==> src/rtl/sk_unpack_pkg.sv <==
// Shared constants, section/state encodings and the eta field-width mapping
// for the secret-key unpacker.
package sk_unpack_pkg;

    localparam int unsigned N          = 256;
    localparam int unsigned D          = 13;
    localparam int unsigned SEED_BYTES = 128;

    typedef enum logic [1:0] {
        SEC_S1 = 2'd0,
        SEC_S2 = 2'd1,
        SEC_T0 = 2'd2
    } sec_e;

    typedef enum logic [2:0] {
        IDLE,
        SEED,
        S1,
        S2,
        T0,
        DONE
    } state_e;

    function automatic int unsigned eta_to_ew(input int unsigned eta);
        return (eta == 2) ? 3 : 4;
    endfunction

endpackage

==> src/rtl/sk_unpack_stream_if.sv <==
// Byte input stream and tagged coefficient output stream of the unpacker.
interface sk_unpack_stream_if;

    logic [7:0]  in_byte;
    logic        in_valid;
    logic        in_ready;
    logic [31:0] coef_out;
    logic        coef_valid;
    logic        coef_ready;
    logic [1:0]  coef_sec;
    logic [2:0]  coef_poly;
    logic [7:0]  coef_idx;

    modport slave (
        input  in_byte, in_valid, coef_ready,
        output in_ready, coef_out, coef_valid, coef_sec, coef_poly, coef_idx
    );

    modport master (
        output in_byte, in_valid, coef_ready,
        input  in_ready, coef_out, coef_valid, coef_sec, coef_poly, coef_idx
    );

endinterface

==> src/rtl/sk_bit_accum.sv <==
// LSB-first bit accumulator: bytes are appended above the held bits, fields
// are removed from the bottom. A byte pushed in the same cycle as a pop is
// visible to that pop, which keeps one field per cycle with a steady feed.
module sk_bit_accum #(
    parameter int unsigned AW = 24
) (
    input  logic        clk,
    input  logic        rst,
    input  logic        flush,
    input  logic        push,
    input  logic [7:0]  push_byte,
    input  logic        pop,
    input  logic [3:0]  pop_w,
    output logic [12:0] peek,
    output logic [5:0]  avail,
    output logic [5:0]  count
);

    logic [AW-1:0] acc;
    logic [AW-1:0] merged;

    // Merge the incoming byte at the current fill level.
    always_comb begin
        merged = acc;
        avail  = count;
        if (push) begin
            merged = acc | (AW'(push_byte) << count);
            avail  = count + 6'd8;
        end
        peek = merged[12:0];
    end

    // Storage update: pop shifts the merged word down by the field width.
    always_ff @(posedge clk or posedge rst) begin
        if (rst) begin
            acc   <= '0;
            count <= '0;
        end else if (flush) begin
            acc   <= '0;
            count <= '0;
        end else if (pop) begin
            acc   <= merged >> pop_w;
            count <= avail - {2'b00, pop_w};
        end else begin
            acc   <= merged;
            count <= avail;
        end
    end

endmodule

==> src/rtl/sk_unpack_stream.sv <==
// Streaming secret-key unpacker: captures the 128-byte seed block, then
// slices s1, s2 and t0 coefficients out of the byte stream with a tagged
// valid/ready output.
module sk_unpack_stream
    import sk_unpack_pkg::*;
#(
    parameter int unsigned K   = 6,
    parameter int unsigned L   = 5,
    parameter int unsigned ETA = 4
) (
    input  logic              clk,
    input  logic              rst,
    input  logic              start,
    sk_unpack_stream_if.slave bus,
    output logic [255:0]      rho_out,
    output logic [255:0]      key_out,
    output logic [511:0]      tr_out,
    output logic              seed_valid,
    output logic              coef_err,
    output logic              busy,
    output logic              done
);

    localparam int unsigned EW  = eta_to_ew(ETA);
    localparam logic [3:0]  W_S = 4'(EW);
    localparam logic [3:0]  W_T = 4'(D);

    state_e        state, state_nxt;
    sec_e          sec_cur;
    logic [1023:0] seed_sr;
    logic [6:0]    seed_cnt;
    logic [7:0]    ld_idx;
    logic [2:0]    ld_poly;
    logic          ld_done;
    logic          in_sec, in_hs, coef_hs, out_free, start_acc;
    logic          load, ld_last_poly, ld_last, field_bad;
    logic [3:0]    w_cur;
    logic [12:0]   peek, field;
    logic [5:0]    avail, count;
    logic [31:0]   coef_nxt;

    assign rho_out = seed_sr[255:0];
    assign key_out = seed_sr[511:256];
    assign tr_out  = seed_sr[1023:512];
    assign busy    = (state != IDLE);
    assign done    = (state == DONE);

    // Handshakes, field extraction and coefficient arithmetic.
    always_comb begin
        in_sec       = (state == S1) || (state == S2) || (state == T0);
        w_cur        = (state == T0) ? W_T : W_S;
        sec_cur      = (state == T0) ? SEC_T0 : ((state == S2) ? SEC_S2 : SEC_S1);
        bus.in_ready = (state == SEED) ||
                       (in_sec && !ld_done && (count < {2'b00, w_cur}));
        in_hs        = bus.in_valid && bus.in_ready;
        coef_hs      = bus.coef_valid && bus.coef_ready;
        out_free     = !bus.coef_valid || bus.coef_ready;
        start_acc    = (state == IDLE) && start;
        load         = in_sec && !ld_done && out_free && (avail >= {2'b00, w_cur});
        field        = peek & ((13'd1 << w_cur) - 13'd1);
        ld_last_poly = (state == S1) ? (ld_poly == 3'(L - 1)) : (ld_poly == 3'(K - 1));
        ld_last      = ld_last_poly && (ld_idx == 8'(N - 1));
        field_bad    = (state != T0) && (field > 13'(2 * ETA));
        coef_nxt     = (state == T0) ? (32'(1 << (D - 1)) - {19'd0, field})
                                     : (32'(ETA) - {19'd0, field});
    end

    sk_bit_accum #(.AW(24)) u_accum (
        .clk       (clk),
        .rst       (rst),
        .flush     (start_acc),
        .push      (in_hs && in_sec),
        .push_byte (bus.in_byte),
        .pop       (load),
        .pop_w     (w_cur),
        .peek      (peek),
        .avail     (avail),
        .count     (count)
    );

    // State register.
    always_ff @(posedge clk or posedge rst) begin
        if (rst) state <= IDLE;
        else     state <= state_nxt;
    end

    // Next state; section changes happen when the last field of a section
    // is loaded, DONE waits for the final t0 handshake.
    always_comb begin
        state_nxt = state;
        case (state)
            IDLE: if (start) state_nxt = SEED;
            SEED: if (in_hs && (seed_cnt == 7'(SEED_BYTES - 1))) state_nxt = S1;
            S1:   if (load && ld_last) state_nxt = S2;
            S2:   if (load && ld_last) state_nxt = T0;
            T0:   if (ld_done && coef_hs) state_nxt = DONE;
            DONE: state_nxt = IDLE;
            default: state_nxt = IDLE;
        endcase
    end

    // Seed capture: bytes shift in from the top so byte 0 ends in bits [7:0].
    always_ff @(posedge clk or posedge rst) begin
        if (rst) begin
            seed_sr    <= '0;
            seed_cnt   <= '0;
            seed_valid <= 1'b0;
        end else begin
            if (start_acc) begin
                seed_cnt   <= '0;
                seed_valid <= 1'b0;
            end
            if ((state == SEED) && in_hs) begin
                seed_sr  <= {bus.in_byte, seed_sr[1023:8]};
                seed_cnt <= seed_cnt + 7'd1;
                if (seed_cnt == 7'(SEED_BYTES - 1)) seed_valid <= 1'b1;
            end
        end
    end

    // Output register, tag counters and sticky range error.
    always_ff @(posedge clk or posedge rst) begin
        if (rst) begin
            bus.coef_valid <= 1'b0;
            bus.coef_out   <= '0;
            bus.coef_sec   <= '0;
            bus.coef_poly  <= '0;
            bus.coef_idx   <= '0;
            coef_err       <= 1'b0;
            ld_idx         <= '0;
            ld_poly        <= '0;
            ld_done        <= 1'b0;
        end else begin
            if (start_acc) begin
                coef_err <= 1'b0;
                ld_idx   <= '0;
                ld_poly  <= '0;
                ld_done  <= 1'b0;
            end
            if (coef_hs) bus.coef_valid <= 1'b0;
            if (load) begin
                bus.coef_valid <= 1'b1;
                bus.coef_out   <= coef_nxt;
                bus.coef_sec   <= sec_cur;
                bus.coef_poly  <= ld_poly;
                bus.coef_idx   <= ld_idx;
                if (field_bad) coef_err <= 1'b1;
                ld_idx <= ld_idx + 8'd1;
                if (ld_idx == 8'(N - 1)) begin
                    if (ld_last_poly) begin
                        ld_poly <= '0;
                        if (state == T0) ld_done <= 1'b1;
                    end else begin
                        ld_poly <= ld_poly + 3'd1;
                    end
                end
            end
        end
    end

    // Sections are byte aligned: the last field of a section empties the accumulator.
    assert property (@(posedge clk) disable iff (rst)
                     (load && ld_last) |-> (avail == {2'b00, w_cur}));

endmodule

==> src/flat_wrapper.sv <==
// flat-port wrapper written by rule: the top's interface ports become plain ports
module sk_unpack_stream_flat import sk_unpack_pkg::*;
#(
    parameter int unsigned K   = 6,
    parameter int unsigned L   = 5,
    parameter int unsigned ETA = 4
)
  (clk, rst, start, rho_out, key_out, tr_out, seed_valid, coef_err, busy, done, bus_in_byte, bus_in_valid, bus_coef_ready, bus_in_ready, bus_coef_out, bus_coef_valid, bus_coef_sec, bus_coef_poly, bus_coef_idx);
  sk_unpack_stream_if bus_i ();
  input  logic clk;
  input  logic rst;
  input  logic start;
  output logic [255:0] rho_out;
  output logic [255:0] key_out;
  output logic [511:0] tr_out;
  output logic seed_valid;
  output logic coef_err;
  output logic busy;
  output logic done;
  input wire logic [$bits(bus_i.in_byte)-1:0] bus_in_byte;
  input wire logic [$bits(bus_i.in_valid)-1:0] bus_in_valid;
  input wire logic [$bits(bus_i.coef_ready)-1:0] bus_coef_ready;
  output wire logic [$bits(bus_i.in_ready)-1:0] bus_in_ready;
  output wire logic [$bits(bus_i.coef_out)-1:0] bus_coef_out;
  output wire logic [$bits(bus_i.coef_valid)-1:0] bus_coef_valid;
  output wire logic [$bits(bus_i.coef_sec)-1:0] bus_coef_sec;
  output wire logic [$bits(bus_i.coef_poly)-1:0] bus_coef_poly;
  output wire logic [$bits(bus_i.coef_idx)-1:0] bus_coef_idx;
  assign bus_i.in_byte = bus_in_byte;
  assign bus_i.in_valid = bus_in_valid;
  assign bus_i.coef_ready = bus_coef_ready;
  assign bus_in_ready = bus_i.in_ready;
  assign bus_coef_out = bus_i.coef_out;
  assign bus_coef_valid = bus_i.coef_valid;
  assign bus_coef_sec = bus_i.coef_sec;
  assign bus_coef_poly = bus_i.coef_poly;
  assign bus_coef_idx = bus_i.coef_idx;
  sk_unpack_stream #(.K(K), .L(L), .ETA(ETA)) u_core (.clk(clk), .rst(rst), .start(start), .bus(bus_i), .rho_out(rho_out), .key_out(key_out), .tr_out(tr_out), .seed_valid(seed_valid), .coef_err(coef_err), .busy(busy), .done(done));
endmodule
==> config.mk <==
export PLATFORM = sky130hd
export DESIGN_NAME = sk_unpack_stream_flat
export DESIGN_NICKNAME = d
export VERILOG_FILES = /design/src/rtl/sk_unpack_pkg.sv /design/src/rtl/sk_unpack_stream_if.sv /design/src/rtl/sk_bit_accum.sv /design/src/rtl/sk_unpack_stream.sv /design/src/flat_wrapper.sv
export SDC_FILE = /design/constraint.sdc
export NUM_CORES = 2
export LEC_CHECK = 0
export ABC_AREA = 0
export CAP_MARGIN = 20
export CELL_PAD_IN_SITES_DETAIL_PLACEMENT = 0
export CELL_PAD_IN_SITES_GLOBAL_PLACEMENT = 1
export CORE_AREA = 2 2 428 430
export CTS_BUF_LIST = sky130_fd_sc_hd__clkbuf_8
export DETAILED_ROUTE_END_ITERATION = 10
export DIE_AREA = 0 0 430 432
export PLACE_DENSITY = 0.58
export SETUP_SLACK_MARGIN = 0.5
export SYNTH_ARGS = -nofsm -noshare
export SYNTH_HDL_FRONTEND = slang
export SYNTH_SLANG_ARGS = --single-unit
==> constraint.sdc <==
create_clock -name clk -period 128.5 [get_ports clk]
set_input_delay 32.125 -clock clk [delete_from_list [all_inputs] [get_ports clk]]
set_output_delay 32.125 -clock clk [all_outputs]
set_load 0.01 [all_outputs]
==> run summary <==
CTS root buf -> clkbuf_8
# Post-CTS Setup Buffers -> 0
CTS hold repair buffers -> 0
CTS Sinks -> 1,106
CTS Buf Count -> 203
Share of post-route cells with drive strength above 1 -> 0.0640
Mapped Nets -> 4,944
Pre-antenna DRT Iters -> 6
Drt first-iter violations -> 2,569
Register area share after synthesis -> 0.636
Critical Path, Cell by Cell -> clkdlybuf4s50_1 > inv_8 > buf_4 > buf_4 > buf_12 > buf_12 > buf_4
Share of the synthesized area in the top cell type -> 0.636
Dpl hpwl -> 120,000 µm
Hold WC Path Type -> register to register
Total grt overflow -> 0
Pin count of the biggest net entering global routing -> 192
CP max stage delay -> 0.79 ns
Fin. max-slew vios -> 0
Final Power -> 858 µW
Predominant post-synthesis flop cell -> dfrtp_1
Worst setup margin -> 92.22 ns
Antenna Nets Post-Route -> 0
Slew margin rel. -> 0.254
R2R Setup Slk -> 123.36 ns
Global-route wire length before repair -> 250,000 µm
GPL Wtd Cong -> 0.851
Worst Setup SP -> rst
Die height -> 432 µm
Final hold vios -> 0
Leak -> 31.3 nW
Crit path max-delay cell type -> buf_4
TritonCTS clock tree -> built
Total Neg Setup Slack -> 0 ns
Worst slew pin tran -> 1.12 ns
Initial Util -> 0.239
Setup violators final -> 0
PwrDens -> 14.1 nW/µm²
Die area -> 186,000 µm²
Core region area -> 182,000 µm²
Place WS -> 91.03 ns
Period utilisation layout -> 0.282
Synth Register Bits -> 1,106
P&R area growth vs syn -> 39.6%
Most frequent cells after synthesis -> 3,169 x nand2_1, 1,106 x dfrtp_1, 168 x clkbuf_1, 81 x buf_2, 36 x nor2_1
CP Class -> primary input to asynchronous set/reset pin
Die width -> 430 µm
Final core occ -> 0.334
Worst Path Max Fanout -> 158
Syn Area/Cell -> 8.84 µm²
Synth Cell Area -> 43,500 µm²
CP Capture Point -> u_core.seed_sr[191]
CTS H-tree lvls -> 4
Crit path arrival time -> 37.21 ns
Period minus WS final -> 36.28 ns
Synth async-reset ratio -> 1.00
WL/cell -> 20.0 µm
Largest cells by area after synthesis -> dfrtp_1 64%, nand2_1 27%, clkbuf_1 1.4%
Antenna violations before repair -> 8
Peak supply drop -> 0.00000915 V
Most frequent CP cell -> buf_4
Vias -> 36,300
Startpoint types -> primary input
R2R cell count -> 16
Post-synth EDFFs -> 0
Area leader, netlist -> dfrtp_1
Reg2reg end -> u_core.u_accum.acc[9]
Drt via density -> 4.26
Synth cell types -> 83
DRC Markers -> 0
Hold slack -> 0.449 ns
Nets -> 5,986
Max_cap viols -> 0
CTS Buffer Depth -> 3
Outcome -> finished, final reports clean
Post-CTS Resized -> 0
PortBufs -> 1,087
Crit. End Element -> asynchronous set/reset pin
RSZ-0062 raised after global routing -> no
WL final -> 171,000 µm
Mapped Cells -> 4,923
Filler cells -> 19,000
Most common cell in the netlist -> nand2_1
Fmax -> 0.0276 GHz
Reg2reg start -> u_core.state[2]
Clk slew on worst S/H paths -> 0.06 ns
All-Layer GR Usage -> 0.179
Setup Skew -> 0.0634 ns
Number of global-route vias before repair -> 35,700
Worst-Skew Late Latency -> 0.98 ns
Yosys warns -> 0
Hold path depth -> 2
IO Count -> 1,088
Worst path required time -> 129.43 ns
Row count -> 157
metal layers:
| layer | share of wire | wire length [µm] | track usage | vias to the layer above |
|---|---|---|---|---|
| met5 | 0.00018 | 30 | 0 | - |
| met4 | 0.026 | 4380 | 0.0541 | 4 |
| met1 | 0.42 | 71300 | 0.223 | 17800 |
| met3 | 0.064 | 11000 | 0.0529 | 236 |
| met2 | 0.49 | 83900 | 0.299 | 978 |
| li1 | - | - | - | 17300 |
layout make-up:
type,instances,area (µm²),area share
Tap cell,2385,2980,0.0491
Sequential cell,1106,27700,0.456
Antenna cell,8,20.0,0.000330
Inverter,13,56.3,0.000927
Timing Repair Buffer,1122,11200,0.185
Clock buffer,261,3590,0.0592
Multi-Input combinational cell,3519,14500,0.238
Clock inverter,104,686,0.0113
through the flow:
step / instance area (µm²) / std cells
after floorplan: 43500 / 4923
after global placement: 56400 / 8145
after detailed placement: 56400 / 8145
after CTS: 60700 / 8510
after global routing: 60700 / 8517
final: 60700 / 8518
worst min-delay path by stage:
stage | slack [ns] | end | startpoint
after global placement | 0.46 | u_core.seed_sr[4] | u_core.seed_sr[4]
final | 0.45 | u_core.seed_sr[183] | u_core.seed_sr[191]
after detailed placement | 0.46 | u_core.bus.coef_idx[1] | u_core.bus.coef_idx[1]
after CTS | 0.44 | u_core.seed_sr[181] | u_core.seed_sr[189]
after floorplan | 0.45 | u_core.seed_cnt[3] | u_core.seed_cnt[3]
after global routing | 0.49 | u_core.seed_sr[181] | u_core.seed_sr[189]
critical path, delay by kind of cell:
kind	cells	cell delay, ns
buffers and inverters	7	4.56
kinds of logic (layout without fill, tap and decap cells):
kind of cell | count (synthesis) | after routing | synth area share
simple gates | 3310 | 3310 | 0.292
flops | 1106 | 1106 | 0.636
buf+inv | 298 | 1500 | 0.0314
compound gates | 162 | 162 | 0.0278
mux | 23 | 23 | 0.00653
xor+xnor | 15 | 15 | 0.00302
fa+ha+maj | 9 | 9 | 0.00253
other cells | 0 | 8 | 0
power breakdown:
group | switching [mW] | leakage (nW) | total [mW] | internal, mW
Clock | 0.162 | 2.44 | 0.355 | 0.193
Sequential | 0.0165 | 15.3 | 0.379 | 0.363
Combinational | 0.0784 | 13.5 | 0.124 | 0.0453
registers in the layout, indices dropped and copies added (netlist names):
name,cells
u_core.u_accum.acc,24
u_core.bus.coef_poly,3
u_core.ld_done,1
u_core.coef_err,1
u_core.bus.coef_out,14
u_core.bus.coef_idx,8
u_core.ld_poly,3
u_core.ld_idx,8
u_core.bus.coef_valid,1
u_core.seed_cnt,7
u_core.state,3
u_core.u_accum.count,6
u_core.seed_sr,1024
u_core.seed_valid,1
u_core.bus.coef_sec,2
layout by cell type (no fill, tap or decap), types with 9 or more instances in the layout:
| master | synthesis | routed |
|---|---|---|
| inv_1 | 12 | 73 |
| a31oi_1 | 11 | 11 |
| xnor2_1 | 10 | 10 |
| and3_1 | 11 | 11 |
| clkbuf_8 | 0 | 261 |
| nand2_1 | 3169 | 3168 |
| buf_4 | 23 | 27 |
| a21oi_1 | 34 | 34 |
| o21ai_0 | 35 | 35 |
| mux2_2 | 9 | 9 |
| clkinv_2 | 0 | 21 |
| a211oi_1 | 10 | 10 |
| nor2_1 | 36 | 36 |
| nor3_1 | 17 | 17 |
| clkdlybuf4s50_1 | 0 | 1087 |
| nand3_1 | 21 | 21 |
| mux2i_1 | 10 | 10 |
| dfrtp_1 | 1106 | 1106 |
Power figures use the tool's default switching activity.
